$ cat src/rtl/cam_ctrl.sv
// cam_ctrl: front end for a CAM macro.
//  - Arbitrates NUM_REQ update requesters (round robin) onto the CAM write
//    port, one operation at a time, and keeps an occupancy bitmap of valid
//    entries so that adds to a taken slot become delete+write (replace) and
//    deletes of empty slots complete with an error without touching the CAM.
//  - Sequences single-outstanding lookups on the CAM search port, with a
//    fixed two-cycle accept-to-response latency.
//
// Handshake rule (upd_* and lk_*): a transfer happens on the rising clock edge
// where valid and ready are both high. Ready is a combinational function of
// the controller state and the valid inputs; a requester must raise valid
// without waiting for ready and hold its fields stable while valid is high.
module cam_ctrl #(
  parameter int  DATA_WIDTH = 64,
  parameter int  ADDR_WIDTH = 5,
  parameter int  NUM_REQ    = 2,
  localparam int ID_W       = (NUM_REQ > 1) ? $clog2(NUM_REQ) : 1,
  localparam int NUM_ENT    = 2 ** ADDR_WIDTH
) (
  input  logic                          clk,
  input  logic                          rst_n,
  // update requesters
  input  logic [NUM_REQ-1:0]            upd_valid,
  output logic [NUM_REQ-1:0]            upd_ready,
  input  logic [NUM_REQ-1:0]            upd_op,
  input  logic [NUM_REQ*ADDR_WIDTH-1:0] upd_addr,
  input  logic [NUM_REQ*DATA_WIDTH-1:0] upd_data,
  // completion
  output logic                          done_valid,
  output logic [ID_W-1:0]               done_id,
  output logic                          done_err,
  // lookup
  input  logic                          lk_valid,
  output logic                          lk_ready,
  input  logic [DATA_WIDTH-1:0]         lk_data,
  output logic                          lk_resp_valid,
  output logic                          lk_hit,
  output logic [ADDR_WIDTH-1:0]         lk_addr,
  // CAM write port
  output logic [ADDR_WIDTH-1:0]         cam_write_addr,
  output logic [DATA_WIDTH-1:0]         cam_write_data,
  output logic                          cam_write_enable,
  output logic                          cam_write_delete,
  input  logic                          cam_write_busy,
  // CAM search port
  output logic [DATA_WIDTH-1:0]         cam_compare_data,
  input  logic [ADDR_WIDTH-1:0]         cam_match_addr,
  input  logic                          cam_match,
  // status
  output logic [NUM_ENT-1:0]            occupied,
  output logic [3:0]                    dbg_state
);

  typedef enum logic [3:0] {
    S_INIT        = 4'd0,
    S_IDLE        = 4'd1,
    S_DEL_ISSUE   = 4'd2,
    S_DEL_WAIT_HI = 4'd3,
    S_DEL_WAIT_LO = 4'd4,
    S_WR_ISSUE    = 4'd5,
    S_WR_WAIT_HI  = 4'd6,
    S_WR_WAIT_LO  = 4'd7,
    S_DONE        = 4'd8
  } state_e;

  // update FSM and latched request
  state_e                 state_q, state_d;
  logic [ID_W-1:0]        ptr_q, ptr_d;       // highest-priority requester next round
  logic [ID_W-1:0]        id_q, id_d;
  logic [ADDR_WIDTH-1:0]  addr_q, addr_d;
  logic [DATA_WIDTH-1:0]  data_q, data_d;
  logic                   replace_q, replace_d; // add onto an occupied entry
  logic                   err_q, err_d;         // delete of an empty entry
  logic [NUM_ENT-1:0]     occ_q, occ_d;

  // lookup pipeline
  logic [DATA_WIDTH-1:0]  cmp_q;
  logic                   lk_pend_q;  // compare data presented, match sampled next edge
  logic                   lk_resp_q;
  logic                   lk_hit_q;
  logic [ADDR_WIDTH-1:0]  lk_addr_q;

  // arbiter results
  logic                   found_hi, found_lo;
  logic [ID_W-1:0]        idx_hi, idx_lo;
  logic [ID_W-1:0]        grant_idx;
  logic                   any_req;
  logic                   grant;
  logic                   sel_op;
  logic [ADDR_WIDTH-1:0]  sel_addr;
  logic [DATA_WIDTH-1:0]  sel_data;
  logic                   lk_fire;

  // Round-robin pick: first valid index at or above the pointer, otherwise the
  // first valid index overall (wrap-around); then mux out that requester's fields.
  always_comb begin
    found_hi = 1'b0;
    found_lo = 1'b0;
    idx_hi   = '0;
    idx_lo   = '0;
    for (int i = 0; i < NUM_REQ; i++) begin
      if (!found_hi && upd_valid[i] && (ID_W'(i) >= ptr_q)) begin
        found_hi = 1'b1;
        idx_hi   = ID_W'(i);
      end
      if (!found_lo && upd_valid[i]) begin
        found_lo = 1'b1;
        idx_lo   = ID_W'(i);
      end
    end
    any_req   = found_lo;
    grant_idx = found_hi ? idx_hi : idx_lo;
    sel_op    = 1'b0;
    sel_addr  = '0;
    sel_data  = '0;
    for (int i = 0; i < NUM_REQ; i++) begin
      if (ID_W'(i) == grant_idx) begin
        sel_op   = upd_op[i];
        sel_addr = upd_addr[i*ADDR_WIDTH +: ADDR_WIDTH];
        sel_data = upd_data[i*DATA_WIDTH +: DATA_WIDTH];
      end
    end
  end

  // Updates win over lookups; a lookup waits while its predecessor's match
  // has not yet been captured.
  assign grant     = (state_q == S_IDLE) && any_req;
  assign upd_ready = grant ? (NUM_REQ'(1) << grant_idx) : '0;
  assign lk_ready  = (state_q == S_IDLE) && !any_req && !lk_pend_q;
  assign lk_fire   = lk_valid && lk_ready;

  // Next-state logic for the update FSM, latching the granted request and
  // maintaining the occupancy bitmap as CAM operations complete.
  always_comb begin
    state_d   = state_q;
    ptr_d     = ptr_q;
    id_d      = id_q;
    addr_d    = addr_q;
    data_d    = data_q;
    replace_d = replace_q;
    err_d     = err_q;
    occ_d     = occ_q;
    case (state_q)
      S_INIT: begin
        if (!cam_write_busy) state_d = S_IDLE;
      end
      S_IDLE: begin
        if (grant) begin
          ptr_d     = (grant_idx == ID_W'(NUM_REQ - 1)) ? '0 : grant_idx + ID_W'(1);
          id_d      = grant_idx;
          addr_d    = sel_addr;
          data_d    = sel_data;
          replace_d = !sel_op && occ_q[sel_addr];
          err_d     = sel_op && !occ_q[sel_addr];
          if (sel_op) begin
            state_d = occ_q[sel_addr] ? S_DEL_ISSUE : S_DONE;
          end else begin
            state_d = occ_q[sel_addr] ? S_DEL_ISSUE : S_WR_ISSUE;
          end
        end
      end
      S_DEL_ISSUE: state_d = S_DEL_WAIT_HI;
      S_DEL_WAIT_HI: begin
        if (cam_write_busy) state_d = S_DEL_WAIT_LO;
      end
      S_DEL_WAIT_LO: begin
        if (!cam_write_busy) begin
          if (replace_q) begin
            state_d = S_WR_ISSUE;
          end else begin
            occ_d[addr_q] = 1'b0;
            state_d       = S_DONE;
          end
        end
      end
      S_WR_ISSUE: state_d = S_WR_WAIT_HI;
      S_WR_WAIT_HI: begin
        if (cam_write_busy) state_d = S_WR_WAIT_LO;
      end
      S_WR_WAIT_LO: begin
        if (!cam_write_busy) begin
          occ_d[addr_q] = 1'b1;
          state_d       = S_DONE;
        end
      end
      S_DONE:  state_d = S_IDLE;
      default: state_d = S_INIT;
    endcase
  end

  // Update FSM state, round-robin pointer, latched request and occupancy.
  always_ff @(posedge clk or negedge rst_n) begin
    if (!rst_n) begin
      state_q   <= S_INIT;
      ptr_q     <= '0;
      id_q      <= '0;
      addr_q    <= '0;
      data_q    <= '0;
      replace_q <= 1'b0;
      err_q     <= 1'b0;
      occ_q     <= '0;
    end else begin
      state_q   <= state_d;
      ptr_q     <= ptr_d;
      id_q      <= id_d;
      addr_q    <= addr_d;
      data_q    <= data_d;
      replace_q <= replace_d;
      err_q     <= err_d;
      occ_q     <= occ_d;
    end
  end

  // Lookup pipeline: register the key on accept, capture the CAM match one
  // cycle later, present the response for exactly one cycle.
  always_ff @(posedge clk or negedge rst_n) begin
    if (!rst_n) begin
      cmp_q     <= '0;
      lk_pend_q <= 1'b0;
      lk_resp_q <= 1'b0;
      lk_hit_q  <= 1'b0;
      lk_addr_q <= '0;
    end else begin
      if (lk_fire) cmp_q <= lk_data;
      lk_pend_q <= lk_fire;
      lk_resp_q <= lk_pend_q;
      if (lk_pend_q) begin
        lk_hit_q  <= cam_match;
        lk_addr_q <= cam_match_addr;
      end
    end
  end

  // Output decode: write strobes are single-cycle because the issue states
  // always advance after one cycle.
  assign cam_write_enable = (state_q == S_WR_ISSUE);
  assign cam_write_delete = (state_q == S_DEL_ISSUE);
  assign cam_write_addr   = addr_q;
  assign cam_write_data   = data_q;
  assign done_valid       = (state_q == S_DONE);
  assign done_err         = (state_q == S_DONE) && err_q;
  assign done_id          = id_q;
  assign cam_compare_data = cmp_q;
  assign lk_resp_valid    = lk_resp_q;
  assign lk_hit           = lk_hit_q;
  assign lk_addr          = lk_addr_q;
  assign occupied         = occ_q;
  assign dbg_state        = state_q;

endmodule

$ cat config.mk
export PLATFORM = sky130hd
export DESIGN_NAME = cam_ctrl
export DESIGN_NICKNAME = d
export VERILOG_FILES = /design/src/rtl/cam_ctrl.sv
export SDC_FILE = /design/constraint.sdc
export NUM_CORES = 1
export LEC_CHECK = 0
export ABC_CLOCK_PERIOD_IN_PS = 6100
export CAP_MARGIN = 25
export CORE_ASPECT_RATIO = 0.7
export CORE_MARGIN = 8
export CORE_UTILIZATION = 26
export CTS_CLUSTER_DIAMETER = 200
export DETAILED_ROUTE_END_ITERATION = 10
export SLEW_MARGIN = 10
export SYNTH_ARGS = -nofsm -noshare
export SYNTH_HDL_FRONTEND = slang
export SYNTH_SLANG_ARGS = --single-unit
$ cat constraint.sdc
create_clock -name clk -period 6.1 [get_ports clk]
set_input_delay 0.915 -clock clk [delete_from_list [all_inputs] [get_ports clk]]
set_output_delay 0.915 -clock clk [all_outputs]
set_load 0.1 [all_outputs]
==> impl_metrics.json <==
{
  "synth_edf_count": 0,
  "synth_area_per_cell_um2": 10.97,
  "fin_crit_ns": 4.438,
  "ys_ff_latch": 181,
  "fillers": 3085,
  "clock_latency_ns": 0.44,
  "whs_ns": 0.4785,
  "synthArstFlopShare": 1.000,
  "die_h_um": 166.1,
  "status": "complete, no violations",
  "final_cell_mix": "clkdlybuf4s50_1, dfrtp_1, nand2_1",
  "crit_chain": "clkdlybuf4s50_1, nor4_4, clkdlybuf4s50_1",
  "cts_setup_buffers": 0,
  "grt_pass1_vias": 7818,
  "fin_cells": 1578,
  "final_nets": 1351,
  "cts_sinks": 181,
  "fin_setup_tns_ns": 0,
  "drive_gt1_frac": 0.1455,
  "synth_top_cell_by_area": "dfrtp_1",
  "clock_skew_ns": 0.008665,
  "path_clk_slew_ns": 0.06,
  "grt_overflow_total": 0,
  "slowest_delay_ns": 1.22,
  "cts_root_buf": "clkbuf_16",
  "drc": 0,
  "rows": 55,
  "die_w_um": 230.4,
  "synthFlopType": "dfrtp_1",
  "syn_nets": 979,
  "cpMaxStageDelayCell": "clkdlybuf4s50_1",
  "crit_top_cell": "clkdlybuf4s50_1",
  "cts_resized": 0,
  "yosysSeqAreaShare": 0.5412,
  "netlist.area_leader.share": 0.5412,
  "io-pin-count": 400,
  "antenna_found_initial": 3,
  "avgViaCountPerCell": 4.818,
  "relSlewSlack": 0.2743,
  "synthCells": 763,
  "crit_arrival_ns": 3.52,
  "grt_pass1_wl_um": 51020,
  "grt_use_total": 0.1740,
  "firstDrtPassIters": 5,
  "place_area_um2": 12760,
  "syn_to_final_growth_pct": 59.95,
  "postRouteAntennaNets": 0,
  "wl_per_cell_um": 21.60,
  "critical_path_required_ns": 5.18,
  "hp-class": "flop to flop",
  "gp_congestion": 0.8814,
  "via_count": 7603,
  "dpl.hpwl_um": 25400,
  "clk_path_buf_depth": 2,
  "end_kind": "primary output",
  "maxCapViolCount": 0,
  "hold_buffers": 0,
  "dp_cells": 1542,
  "setup_viol": 0,
  "cts_tree": "done",
  "htreeDepth": 4,
  "hold_violations": 0,
  "period_share": 0.7276,
  "final_area_um2": 13390,
  "synth_cell_types": 59,
  "maxSlewViolCount": 0,
  "netlist_top_cells_area": "dfrtp_1, mux2_2, a22oi_1",
  "syn-cell-area_um2": 8369,
  "fmax_mhz": 225.3,
  "grt_max_degree": 97,
  "worstSetupPathType": "input pin to primary output",
  "critPathMaxFanout": 18,
  "totalWireLength_um": 34080,
  "portBuffers": 399,
  "initial_utilization": 0.2615,
  "cts_inserted_buffers": 17,
  "worstMarginPinSlew_ns": 1.085,
  "yosysWarnings": 0,
  "rsz0062_at_grt": "no",
  "die_area_um2": 38280,
  "core_area_um2": 32000,
  "layout_commonest_cell": "clkdlybuf4s50_1",
  "drt_iter0_drc": 720,
  "critPathLaunchType": "input pin"
}
-- cells by family (layout without fill, tap and decap cells) --
logic type	count (synthesis)	in the layout	share of synthesized area
other	0	3	0
buffers and inverters	69	454	0.03767
DFF	181	181	0.5412
muxes	108	108	0.1458
AOI/OAI and AO/OA	206	206	0.1642
xor gates and xnor gates	1	1	0.001047
and+or+nand+nor	198	198	0.1102
-- critical path, delay by kind of cell --
family                 cells  cell delay, ns
buffers and inverters      2            2.03
and+or+nand+nor            1            0.57
-- final timing paths --
kind	cells past startpoint	startpoint	slack, ns	to
worst max-delay path	3	upd_valid[1]	1.66	lk_ready
worst min-delay path	2	cam_write_data[57]	0.48	cam_write_data[57]
worst max register to register	7	ptr_q	3.04	dbg_state[1]
worst min register to register	2	cam_write_data[57]	0.48	cam_write_data[57]
max in group asynchronous	2	rst_n	4.22	cam_write_data[44]
min in group asynchronous	1	rst_n	0.53	cam_write_data[20]
-- routing by layer --
metal | part of all wire | up-vias | track usage
li1 | - | 3498 | -
met1 | 0.43 | 3768 | 0.2187
met2 | 0.47 | 312 | 0.2794
met3 | 0.086 | 25 | 0.06298
met4 | 0.016 | 0 | 0.04783
met5 | 0 | - | 0
-- cell type report --
class,instances,area (um2),area share
multi-input cells,513,3541,0.2645
flip-flops and latches,181,4529,0.3383
repair buffers,411,4143,0.3095
well taps,427,534.3,0.03991
inverters,11,41.29,0.003084
clock buffers,19,442.9,0.03309
diodes,3,7.507,0.0005608
clock inverters,13,147.6,0.01103
-- cell usage after synthesis (2+ instances only) --
master,n
a21boi_0,2
or3_1,4
clkbuf_1,38
buf_6,5
nand4_1,4
nand2_1,124
buf_2,9
a21o_1,3
mux2_2,101
a32o_1,2
o32ai_1,3
nand2b_1,12
a31oi_1,3
nor4b_1,2
dfrtp_1,181
o21ai_0,75
buf_1,4
inv_1,9
a211oi_1,13
nor3_1,4
a21oi_1,11
mux2i_1,6
nor2_1,19
a22oi_1,67
o2111ai_1,2
inv_2,2
a211oi_2,3
and2_1,4
a311oi_1,6
o211ai_1,3
nor3b_1,4
nand3_1,3
and3_1,6
nor2_2,2
buf_4,2
o21ai_1,2
-- stage by stage --
stage / utilization / setup slack, ns
finish: 0.4183 / 1.662
global route: 0.4183 / 1.566
CTS: 0.4172 / 1.634
detailed placement: 0.3988 / 1.637
global placement: 0.3971 / 1.665
floorplan: - / 0.9760
Power is left out: the tool's default activity adds up to more than one toggle a clock period on the data nets, which glitch-free logic cannot reach.
